==> config.mk <==
export PLATFORM = sky130hd
export DESIGN_NAME = serial_frame_tx
export DESIGN_NICKNAME = d
export VERILOG_FILES = /design/src/rtl/serial_frame_pkg.sv /design/src/rtl/serial_frame_tx_bit_counter.sv /design/src/rtl/serial_frame_tx.sv
export SDC_FILE = /design/constraint.sdc
export NUM_CORES = 1
export LEC_CHECK = 0
export BUFFER_PORTS_ARGS = -buffer_cell sky130_fd_sc_hd__buf_2
export CAP_MARGIN = 40
export CORE_MARGIN = 8
export CORE_UTILIZATION = 41
export DETAILED_ROUTE_END_ITERATION = 7
export PLACE_DENSITY = 0.74
export SLEW_MARGIN = 20
export SYNTH_ARGS = -nofsm -noshare
export SYNTH_HDL_FRONTEND = slang
export SYNTH_SLANG_ARGS = --single-unit
==> constraint.sdc <==
create_clock -name clk -period 2.3 [get_ports clk]
set_input_delay 0.46 -clock clk [delete_from_list [all_inputs] [get_ports clk]]
set_output_delay 0.46 -clock clk [all_outputs]
set_load 0.01 [all_outputs]
==> src/rtl/serial_frame_pkg.sv <==
// serial_frame_pkg
//   Shared definitions for the serial frame transmitter:
//     - DATA_W_DEFAULT : default payload width
//     - IDLE_LEVEL / START_LEVEL / STOP_LEVEL : line levels driven on sdo
//     - state_t        : transmitter FSM state encoding
//     - cnt_width()    : bit-counter width for a given payload width
//   The PARITY state exists only when SERIAL_FRAME_TX_PARITY_EN is defined.
package serial_frame_pkg;

  localparam int DATA_W_DEFAULT = 8;

  localparam logic IDLE_LEVEL  = 1'b1;
  localparam logic START_LEVEL = 1'b0;
  localparam logic STOP_LEVEL  = 1'b1;

  typedef enum logic [2:0] {
    ST_IDLE   = 3'd0,
    ST_START  = 3'd1,
    ST_DATA   = 3'd2,
`ifdef SERIAL_FRAME_TX_PARITY_EN
    ST_PARITY = 3'd3,
`endif
    ST_STOP   = 3'd4
  } state_t;

  // A one-bit payload still needs a one-bit counter.
  function automatic int cnt_width(input int w);
    return (w > 1) ? $clog2(w) : 1;
  endfunction

endpackage

==> src/rtl/serial_frame_tx_bit_counter.sv <==
// bit_counter
//   Enable-gated data-bit counter. Runs from 0 up to MAX-1 and then holds
//   there; tc flags the last count.
//   Ports:
//     clk  - clock
//     rst  - synchronous active-high reset (count to 0)
//     clr  - synchronous clear (count to 0)
//     inc  - advance by one when not already at terminal count
//     tc   - high while count == MAX-1
module bit_counter
  import serial_frame_pkg::*;
#(
  parameter int MAX = DATA_W_DEFAULT
) (
  input  logic clk,
  input  logic rst,
  input  logic clr,
  input  logic inc,
  output logic tc
);

  localparam int W = cnt_width(MAX);

  logic [W-1:0] cnt_reg;

  always_ff @(posedge clk) begin
    if (rst || clr) begin
      cnt_reg <= '0;
    end else if (inc && !tc) begin
      cnt_reg <= cnt_reg + 1'b1;
    end
  end

  assign tc = (cnt_reg == W'(MAX - 1));

endmodule

==> src/rtl/serial_frame_tx.sv <==
// serial_frame_tx
//   Serialises one DATA_W-bit payload per frame onto sdo:
//     start (0), DATA_W data bits, optional even parity bit, stop (1).
//   Bits advance only on clock edges where en=1; the accept edge itself
//   ignores en. sdo is registered and idles high.
//   Optional feature: define SERIAL_FRAME_TX_PARITY_EN to insert a parity
//   bit (XOR of the payload) between the last data bit and stop.
//   Parameters:
//     DATA_W    - payload width (1..16)
//     MSB_FIRST - 0: LSB first, 1: MSB first
//   Ports:
//     clk     - clock
//     rst     - synchronous active-high reset, aborts any frame
//     en      - bit-advance enable
//     data_in - payload, captured on acceptance
//     valid   - payload offer strobe
//     ready   - high only when idle (accepts on valid & ready)
//     sdo     - serial output
//     busy    - high while a frame is in progress
//     done    - one-cycle pulse in the first idle cycle after a frame
module serial_frame_tx
  import serial_frame_pkg::*;
#(
  parameter int DATA_W    = DATA_W_DEFAULT,
  parameter bit MSB_FIRST = 1'b0
) (
  input  logic              clk,
  input  logic              rst,
  input  logic              en,
  input  logic [DATA_W-1:0] data_in,
  input  logic              valid,
  output logic              ready,
  output logic              sdo,
  output logic              busy,
  output logic              done
);

  state_t            state_reg, state_next;
  logic [DATA_W-1:0] shift_reg;
  logic              sdo_reg, sdo_next;
  logic              done_reg, done_next;
  logic              emit;
  logic              accept;
  logic              bit_last;
  logic              head_bit;
`ifdef SERIAL_FRAME_TX_PARITY_EN
  logic              parity_reg;
`endif

  assign accept   = (state_reg == ST_IDLE) && valid;
  assign head_bit = MSB_FIRST ? shift_reg[DATA_W-1] : shift_reg[0];

  bit_counter #(
    .MAX (DATA_W)
  ) u_bit_counter (
    .clk (clk),
    .rst (rst),
    .clr (accept),
    .inc (en && (state_reg == ST_DATA)),
    .tc  (bit_last)
  );

  // State register
  always_ff @(posedge clk) begin
    if (rst) begin
      state_reg <= ST_IDLE;
    end else begin
      state_reg <= state_next;
    end
  end

  // Next-state logic
  always_comb begin
    state_next = state_reg;
    case (state_reg)
      ST_IDLE:  if (valid) state_next = ST_START;
      ST_START: if (en)    state_next = ST_DATA;
      ST_DATA: begin
        if (en && bit_last) begin
`ifdef SERIAL_FRAME_TX_PARITY_EN
          state_next = ST_PARITY;
`else
          state_next = ST_STOP;
`endif
        end
      end
`ifdef SERIAL_FRAME_TX_PARITY_EN
      ST_PARITY: if (en) state_next = ST_STOP;
`endif
      ST_STOP:  if (en)    state_next = ST_IDLE;
      default:             state_next = ST_IDLE;
    endcase
  end

  // Output logic: sdo is registered to the level of the state being
  // entered. Landing in DATA with en=1 always means a fresh data bit is
  // presented (from START or from the previous bit), so take the head of
  // the shift register and shift it out.
  always_comb begin
    sdo_next  = sdo_reg;
    emit      = 1'b0;
    done_next = (state_reg == ST_STOP) && en;
    case (state_next)
      ST_IDLE:  sdo_next = IDLE_LEVEL;
      ST_START: sdo_next = START_LEVEL;
      ST_DATA: begin
        if (en) begin
          sdo_next = head_bit;
          emit     = 1'b1;
        end
      end
`ifdef SERIAL_FRAME_TX_PARITY_EN
      ST_PARITY: sdo_next = parity_reg;
`endif
      ST_STOP:  sdo_next = STOP_LEVEL;
      default:  sdo_next = IDLE_LEVEL;
    endcase
  end

  // Datapath and registered outputs
  always_ff @(posedge clk) begin
    if (rst) begin
      shift_reg <= '0;
      sdo_reg   <= IDLE_LEVEL;
      done_reg  <= 1'b0;
    end else begin
      sdo_reg  <= sdo_next;
      done_reg <= done_next;
      if (accept) begin
        shift_reg <= data_in;
      end else if (emit) begin
        shift_reg <= MSB_FIRST ? (shift_reg << 1) : (shift_reg >> 1);
      end
    end
  end

`ifdef SERIAL_FRAME_TX_PARITY_EN
  // Parity is taken from the whole payload at acceptance because the
  // shift register is consumed while the data bits go out.
  always_ff @(posedge clk) begin
    if (rst) begin
      parity_reg <= 1'b0;
    end else if (accept) begin
      parity_reg <= ^data_in;
    end
  end
`endif

  assign sdo   = sdo_reg;
  assign done  = done_reg;
  assign busy  = (state_reg != ST_IDLE);
  assign ready = ~busy;

endmodule

Yosys cells after proc, flatten, opt, wreduce, memory -nomap -nowiden
Cells that the tools add are included.
{"block": "totals", "regBits": 16, "in_bits": 12, "output_inout_bits": 4, "elab_cells": 35}
{"block": "op_classes", "n_addsub": 1, "eq_ne": 7, "muxes": 11, "bitwise_logic": 1, "n_reduce_logical": 10}
{"cell": "8-bit two-way mux", "n": 2}
{"cell": "3-bit two-way mux", "n": 4}
{"cell": "3-bit one-hot mux with 4 select lines", "n": 1}
{"cell": "3-bit by 1-bit == test with 1-bit output (second input constant)", "n": 2}
{"cell": "3-bit by 2-bit == test with 1-bit output (second input constant)", "n": 2}
{"cell": "3-bit == test (second input constant)", "n": 2}
{"cell": "1-bit logical AND", "n": 5}
{"cell": "3-bit by 1-bit adder with 3-bit output (second input constant)", "n": 1}
{"cell": "3-bit zero test", "n": 1}
{"cell": "1-bit two-way mux", "n": 3}
{"cell": "3-bit nonzero test", "n": 1}
{"cell": "2-bit inequality test (second input constant)", "n": 1}
{"cell": "1-bit one-hot mux with 2 select lines", "n": 1}
{"cell": "2-bit nonzero test", "n": 1}
{"cell": "1-bit zero test", "n": 1}
{"cell": "1-bit logical OR", "n": 1}
{"cell": "1-bit NOT", "n": 1}

Depth between registers and ports, before layout
Gate-level depths: netlist of run 1.
{"block": "depth", "depth_word": 8, "ltp_mapped": 6, "depth_no_buf": 6}

By module
From an unflattened synthesis of run 1, not the netlist that was laid out.
{"block": "hier_totals", "hier_cells": 81, "area_unflattened_um2": 824.5}
{"mod": "serial_frame_tx", "instances": 1, "cells_per_inst": 69, "area_per_inst_um2": 681.9, "seq_area_each_um2": 260.2}
{"mod": "bit_counter", "instances": 1, "cells_per_inst": 12, "area_per_inst_um2": 142.6, "seq_area_each_um2": 60.1}

Worst setup path after synthesis of run 1
No wires, ideal clock.
{"block": "synth_timing", "path_kind": "flip-flop to flip-flop", "from": "reg u_bit_counter.cnt_reg[0]", "to": "reg u_bit_counter.cnt_reg[0]", "setup_time_ps": 130, "arrival_ps": 1528, "required_time_ps": 2170, "setup_slack_ps": 642, "stages_incl_launch_ff": 7, "path_buffers": 1, "synth_period_minus_slack_ps": 1658, "path_cell_list": "dfxtp_1 > ha_1 > ha_1 > or4b_1 > buf_2 > xor2_1 > nor3_2"}
{"block": "synth_via", "elab_chain_len": 3, "elab_cells_between_ends": 4, "cone_classes": "add/sub: 1; eq/ne: 1; reduce/logical: 2"}
{"item": "from (decl)", "line": "serial_frame_tx_bit_counter.sv:24", "source": "logic [W-1:0] cnt_reg;"}
{"item": "from (signal assigned)", "line": "serial_frame_tx_bit_counter.sv:30", "source": "cnt_reg <= cnt_reg + 1'b1;"}
{"item": "branches (longest 3 deep; another with 3-bit by 1-bit adder with 3-bit output)"}
Parallel ways; which one is timed is not known.
A chain may end at the register's enable or synchronous reset.

Worst setup path after layout of run 1
Ends and elaborated chain as after synthesis.

==> summary.md, run 1 <==
| Metric | Value |
|---|---|
| Drt initial violations | 6 |
| Synth cell count leaders | dfxtp_1, nor3_1, nor2_1 |
| Area Overhead vs Synth | 13.91% |
| Latest clock arrival within the worst-skew pair | 0.28 ns |
| Gr usage total | 9.595% |
| Most numerous cell in the Yosys netlist | dfxtp_1 |
| Io pins | 16 |
| Gpl congestion | 0.7982 |
| Layout cell share with drive strength beyond 1 | 24.47% |
| Post-Synthesis Net Count | 95 |
| Slew Limit Fails | 0 |
| CTS Buf Count | 3 |
| Sequential share of the synthesized area | 41.90% |
| DP HPWL | 1173 um |
| Tightest Pin Transition | 0.3900 ns |
| Period minus WS final | 1.763 ns |
| Worst path required time | 2.47 ns |
| Worst vdd ir | 378.4 uV |
| First-pass GRT wire length | 2670 um |
| Max Root-Sink Buffers | 2 |
| Antenna-violating nets left | 0 |
| DRT Pass-1 Iters | 4 |
| Worst Hold Class | in -> reg |
| # DRC | 0 |
| Multi-input gate area | 402.9 sq um |
| Final wirelength | 1544 um |
| WP data arrival | 1.93 ns |
| Critical Setup Path Class | reg -> reg |
| Largest register FFs | 8 |
| Post-Syn Instances | 81 |
| Fmax | 567.1 MHz |
| # fillers | 182 |
| Power Density | 650.5 nW/um^2 |
| Fraction of registers with async set or reset after synthesis | 0% |
| Post-synth EDFFs | 0 |
| Slew HR | 74.00% |
| Setup ws final | 0.5367 ns |
| Area share of the largest cell type after synthesis | 41.90% |
| Pleak | 0.3667 nW |
| Die outline width | 59.18 um |
| Routed via count | 660 |
| Crit-path slowest cell | or4b_1 |
| DR top layer | met4 |
| DIE AREA | 3502 sq um |
| Crit-path cells | ha_1, ha_1, or4b_1, xor2_1, nor3_2 |
| Final Core Density | 49.89% |
| N_diodes | 0 |
| CTS tree | yes |
| Largest net degree at the start of global routing | 17 |
| Max_cap viols | 0 |
| FF+latch area | 320.3 sq um |
| Clk_skew | 0.001005 ns |
| Vias per cell | 5.546 |
| Nets@finish | 110 |
| Post_cts resized | 0 |
| RSZ-0062 raised after global routing | no |
| Status | complete, no violations |
| Initial antenna violation count | 0 |
| Fin. Hold Viols | 0 |
| Hold_buf cts | 0 |
| Starting Density | 43.80% |
| CTS Sinks | 16 |
| Met2 WL | 710 um |
| Root buffer cell | clkbuf_4 |
| Cell Rows | 15 |
| Met1 WL | 709 um |
| Yosys reg bits | 16 |
| Max stage delay on crit path | 0.62 ns |
| Yosys cell types | 31 |
| CORE AREA | 1745 sq um |
| Post-CTS Setup Bufs | 0 |
| Setup TNS | 0 ns |
| Vias in the first global route | 639 |
| Synth area leader | dfxtp_1 |
| CTS clk-pin slew, worst paths | 0.08 ns |
| Top FF cell, synth | dfxtp_1 |
| CP Max Fanout | 4 |
| CP Launch Type | register |
| Synth warn | 0 |
| Top post-synthesis cells by area | dfxtp_1, a221oi_1, nor3_1 |
| Setup Viol. Count Final | 0 |
| H-tree levels | 1 |
| DIE HEIGHT | 59.18 um |
| Met3 wire length | 94 um |
| Most used cell, CP | ha_1 |
| Period utilization | 76.66% |
| Input/output buffers | 15 |
| Global route overflow | 0 |
| Minimum setup slack after placement | 0.5577 ns |
| CP Capture Type | register |
| Wire per inst | 12.97 um |
| Cell area after synthesis | 764.5 sq um |
| Syn Area/Cell | 9.438 sq um |
==> metal layers <==
| layer | track usage [%] | vias up |
|---|---|---|
| met5 | 0 | - |
| met4 | 5.119 | 0 |
| met3 | 2.386 | 5 |
| met2 | 14.48 | 19 |
| met1 | 12.07 | 308 |
| li1 | - | 328 |
==> final cells by class <==
type | count | area share (%)
multi-input cells | 56 | 46.26
flip-flops and latches | 16 | 36.78
repair buffers | 16 | 9.483
well taps | 25 | 3.592
clock buffers | 3 | 2.586
inverters | 3 | 1.293
==> report_power, final <==
group / switching, mW / internal (mW) / total [mW] / leakage, nW
Combinational: 0.0591 / 0.0521 / 0.111 / 0.222
Clock: 0.0807 / 0.0607 / 0.141 / 0.0138
Sequential: 0.0155 / 0.298 / 0.314 / 0.131
==> per-stage QoR <==
stage	power (mW)	cell area (sq um)	hold WS [ns]	instances
2_1_floorplan	0.4015	764.5	0.4665	81
4_1_cts	0.5709	870.8	0.4531	119
3_3_place_gp	0.4286	848.3	0.4837	116
3_5_place_dp	0.4323	848.3	0.4908	116
5_1_grt	0.5971	870.8	0.4898	119
6_report	0.5665	870.8	0.4438	119
==> cell usage in the layout, fill, tap and decap left out, types with 2 or more instances in the layout <==
cell / Yosys / layout
nor3_1: 11 / 11
nor2_1: 9 / 9
buf_2: 3 / 15
mux2i_1: 2 / 2
clkbuf_4: 0 / 3
inv_1: 3 / 3
ha_1: 2 / 2
o31a_1: 2 / 2
dfxtp_1: 16 / 16
or3_1: 2 / 2
a211o_1: 2 / 2
nand2_1: 3 / 3
a221oi_1: 7 / 7
==> cell families after synthesis <==
kind of cell | Yosys count | synth area share, %
DFF | 16 | 41.90
xor gates and xnor gates | 1 | 1.146
muxes | 2 | 2.619
and+or+nand+nor | 36 | 27.83
adders and majority gates | 2 | 3.273
AOI/OAI and AO/OA | 15 | 17.84
buffers and inverters | 9 | 5.400
==> worst paths after layout <==
check	start	end	slack, ns	cells past startpoint
setup / recovery	u_bit_counter.cnt_reg[0]	u_bit_counter.cnt_reg[0]	0.54	5
hold / removal	data_in[7]	shift_reg[7]	0.44	3
setup reg to reg	u_bit_counter.cnt_reg[0]	u_bit_counter.cnt_reg[0]	0.54	5
hold reg to reg	shift_reg[3]	shift_reg[3]	0.50	2
==> critical path, delay by kind of cell, from the launching register on <==
kind | cells | cell delay [ns]
and+or+nand+nor | 2 | 0.68
xor gates and xnor gates | 1 | 0.22
DFF | 1 | 0.33
adders and majority gates | 2 | 0.41
(Power assumes the default switching activity.)
==> run 2, diff against run 1 <==
--- a/config.mk
+++ b/config.mk
@@ -10,7 +10,7 @@
 export CORE_MARGIN = 8
 export CORE_UTILIZATION = 41
 export DETAILED_ROUTE_END_ITERATION = 7
-export PLACE_DENSITY = 0.74
+export PLACE_DENSITY = 0.76
 export SLEW_MARGIN = 20
 export SYNTH_ARGS = -nofsm -noshare
 export SYNTH_HDL_FRONTEND = slang
==> constraint.sdc (replaced) <==
create_clock -name clk -period 1.6 [get_ports clk]
set_input_delay 0.32 -clock clk [delete_from_list [all_inputs] [get_ports clk]]
set_output_delay 0.32 -clock clk [all_outputs]
set_load 0.01 [all_outputs]
==> run 2 against run 1 <==
Effect of this change: the run now ends with setup timing left; global-route usage up 1.6 points; maximum frequency up 6.9%; setup slack worse by 0.59 ns; critical path depth up 2; sequential cell count unchanged; sequential share of layout area down 4.8 points; total power up 53%; die area unchanged; register-to-register slack worse by 0.59 ns; non-clock buffer count up 9; clock power up 48%; critical path type unchanged.
==> summary.md, run 2 (synthesis results as in run 1) <==
| Metric | Value |
|---|---|
| Power Density | 854.7 nW/um^2 (+31%) |
| DRT Pass-1 Iters | 5 (+1) |
| Worst path required time | 1.77 ns (-0.70 ns) |
| Tightest Pin Transition | 0.3119 ns (-0.07810 ns) |
| DIE AREA | 3502 sq um (unchanged) |
| Nets@finish | 119 (+8.2%) |
| Slew HR | 79.20% (+5.2 points) |
| CP bufs+invs | 1 (+1) |
| Minimum setup slack after placement | -0.04163 ns (-0.5994 ns) |
| Pleak | 0.4270 nW (+16%) |
| H-tree levels | 1 (unchanged) |
| N_diodes | 0 (unchanged) |
| Sw Ratio | 28.49% (+1.1 points) |
| Largest register FFs | 8 (unchanged) |
| CP Capture Type | register |
| # DRC | 0 (unchanged) |
| Crit-path slowest cell | dfxtp_2 |
| Period utilization | 103.1% (+26 points) |
| Gpl congestion | 0.8187 (+2.6%) |
| CTS Sinks | 16 (unchanged) |
| Critical Setup Path Class | reg -> reg |
| Area Overhead vs Synth | 32.90% |
| Multi-input gate area | 475.5 sq um (+18%) |
| DP HPWL | 1208 um (+3.0%) |
| Cell Rows | 15 (unchanged) |
| CTS Buf Count | 3 (unchanged) |
| Worst r2r src | u_bit_counter.cnt_reg[1] |
| NetSw | 247.4 uW (+59%) |
| Wire per inst | 14.17 um (+9.2%) |
| CORE AREA | 1745 sq um (unchanged) |
| Fmax | 606.4 MHz (+6.9%) |
| Period minus WS final | 1.649 ns (-0.1142 ns) |
| CP Launch Point | u_bit_counter.cnt_reg[1] |
| Global route overflow | 0 (unchanged) |
| Pwr Total | 868.4 uW (+53%) |
| RSZ-0062 raised after global routing | yes |
| CP Max Fanout | 4 (unchanged) |
| Drt initial violations | 19 (+13) |
| Hold_sp | data_in[7] |
| # fillers | 163 (-10%) |
| Die outline width | 59.18 um (unchanged) |
| Worst vdd ir | 676.9 uV (+79%) |
| Input/output buffers | 15 (unchanged) |
| Io pins | 16 (unchanged) |
| Max stage delay on crit path | 0.35 ns (-0.27 ns) |
| Commonest cells after routing, fill and taps aside | buf_2, dfxtp_1, nor3_1 |
| Root buffer cell | clkbuf_4 |
| Setup ws final | -0.04903 ns (-0.5858 ns) |
| Starting Density | 43.80% (unchanged) |
| Internal power | 621.0 uW (+51%) |
| First-pass GRT wire length | 3070 um (+15%) |
| Setup Viol. Count Final | 5 (+5) |
| Routed via count | 711 (+7.7%) |
| WP data arrival | 1.82 ns (-0.11 ns) |
| CTS tree | yes |
| CTS clk-pin slew, worst paths | 0.08 ns (about the same) |
| Crit-path cells | ha_4, ha_4, and4bb_2, o31ai_4, buf_4, a221oi_1, nor3_1 |
| Fin. Hold Viols | 0 (unchanged) |
| Latest clock arrival within the worst-skew pair | 0.29 ns (about the same) |
| Most common cell after layout, fill and taps aside | buf_2 |
| Vias per cell | 5.555 (+0.15%) |
| Failing checks | setup timing |
| Logic pwr share | 24.2% (+4.6 points) |
| Slew Limit Fails | 0 (unchanged) |
| CP Launch Type | register |
| Vias in the first global route | 675 (+5.6%) |
| Final wirelength | 1814 um (+17%) |
| Hold_buf cts | 0 (unchanged) |
| Most used cell, CP | ha_4 |
| Max Root-Sink Buffers | 2 (unchanged) |
| Setup TNS | -0.1886 ns (-0.1886 ns) |
| Initial antenna violation count | 0 (unchanged) |
| Largest net degree at the start of global routing | 17 (unchanged) |
| Seq pwr share | 51.8% (-3.6 points) |
| DIE HEIGHT | 59.18 um (unchanged) |
| Max_cap viols | 0 (unchanged) |
| Delay-heaviest family, CP | simple AND/OR/NAND/NOR gates |
| FF+latch area | 325.3 sq um (+1.6%) |
| Antenna-violating nets left | 0 (unchanged) |
| Clock share of power | 24.0% (-1.0 points) |
| Layout cell share with drive strength beyond 1 | 43.69% (+19 points) |
| Status | finished, violations left |
| Worst Hold Class | in -> reg |
| Gr usage total | 11.17% (+1.6 points) |
| Clk_skew | 0.004515 ns (+0.003510 ns) |
run 2: cell count changes in the layout (fill, tap and decap cells not counted), moves of 2 or more:
cell      change
dfxtp_2       +4
buf_4         +9
a221oi_1      -3
ha_4          +2
a221oi_2      +3
ha_1          -2
dfxtp_1       -4
run 2: routing by layer:
layer | routed length [um] | vias up | track usage, %
met2 | 862 | 25 | 17.10
met5 | 0 | - | 0
met1 | 805 | 332 | 13.27
met4 | 36 | 0 | 6.143
li1 | - | 350 | -
met3 | 110 | 4 | 3.688
run 2: cell type report:
class / count / area share, %
well taps: 25 / 3.079
clock buffers: 3 / 2.217
repair buffers: 25 / 14.78
multi-input cells: 56 / 46.80
inverters: 3 / 1.108
flip-flops and latches: 16 / 32.02
run 2: power groups by stage:
stage	clock [mW]	sequential (mW)	combinational, mW
2_1_floorplan	0	0.454	0.123
3_3_place_gp	0	0.455	0.172
3_5_place_dp	0	0.456	0.176
4_1_cts	0.216	0.447	0.184
5_1_grt	0.235	0.455	0.231
6_report	0.208	0.450	0.210
run 2: final timing paths:
path	end	slack, ns	depth (start not counted)
worst min-delay path	shift_reg[7]	0.28	3
worst min register to register	done	0.46	1
worst max-delay path	shift_reg[3]	-0.05	7
worst max register to register	shift_reg[3]	-0.05	7
run 2: worst min-delay path: cells and delay by family:
family	cells	cell delay [ns]
AO/OA/AOI/OAI	1	0.06
buffers and inverters	1	0.08
AND/OR/NAND/NOR	1	0.07
run 2: per-stage QoR:
step                      utilization [%]  hold slack [ns]  instance area (sq um)  cells
after CTS                           55.56           0.2761                  969.7    125
after floorplan                         -           0.4665                  779.5     81
final                               58.21           0.2831                   1016    128
after global routing                58.21           0.3093                   1016    128
after detailed placement            52.04           0.4861                  908.4    122
after global placement              52.04           0.4823                  908.4    122
run 2: repair_timing:
item / in CTS / in global routing
buffers inserted: 0 / 3
setup endpoints to repair: 11 / 11
gates cloned: 0 / 0
pin swaps: 4 / 4
resized for setup: 8 / 6
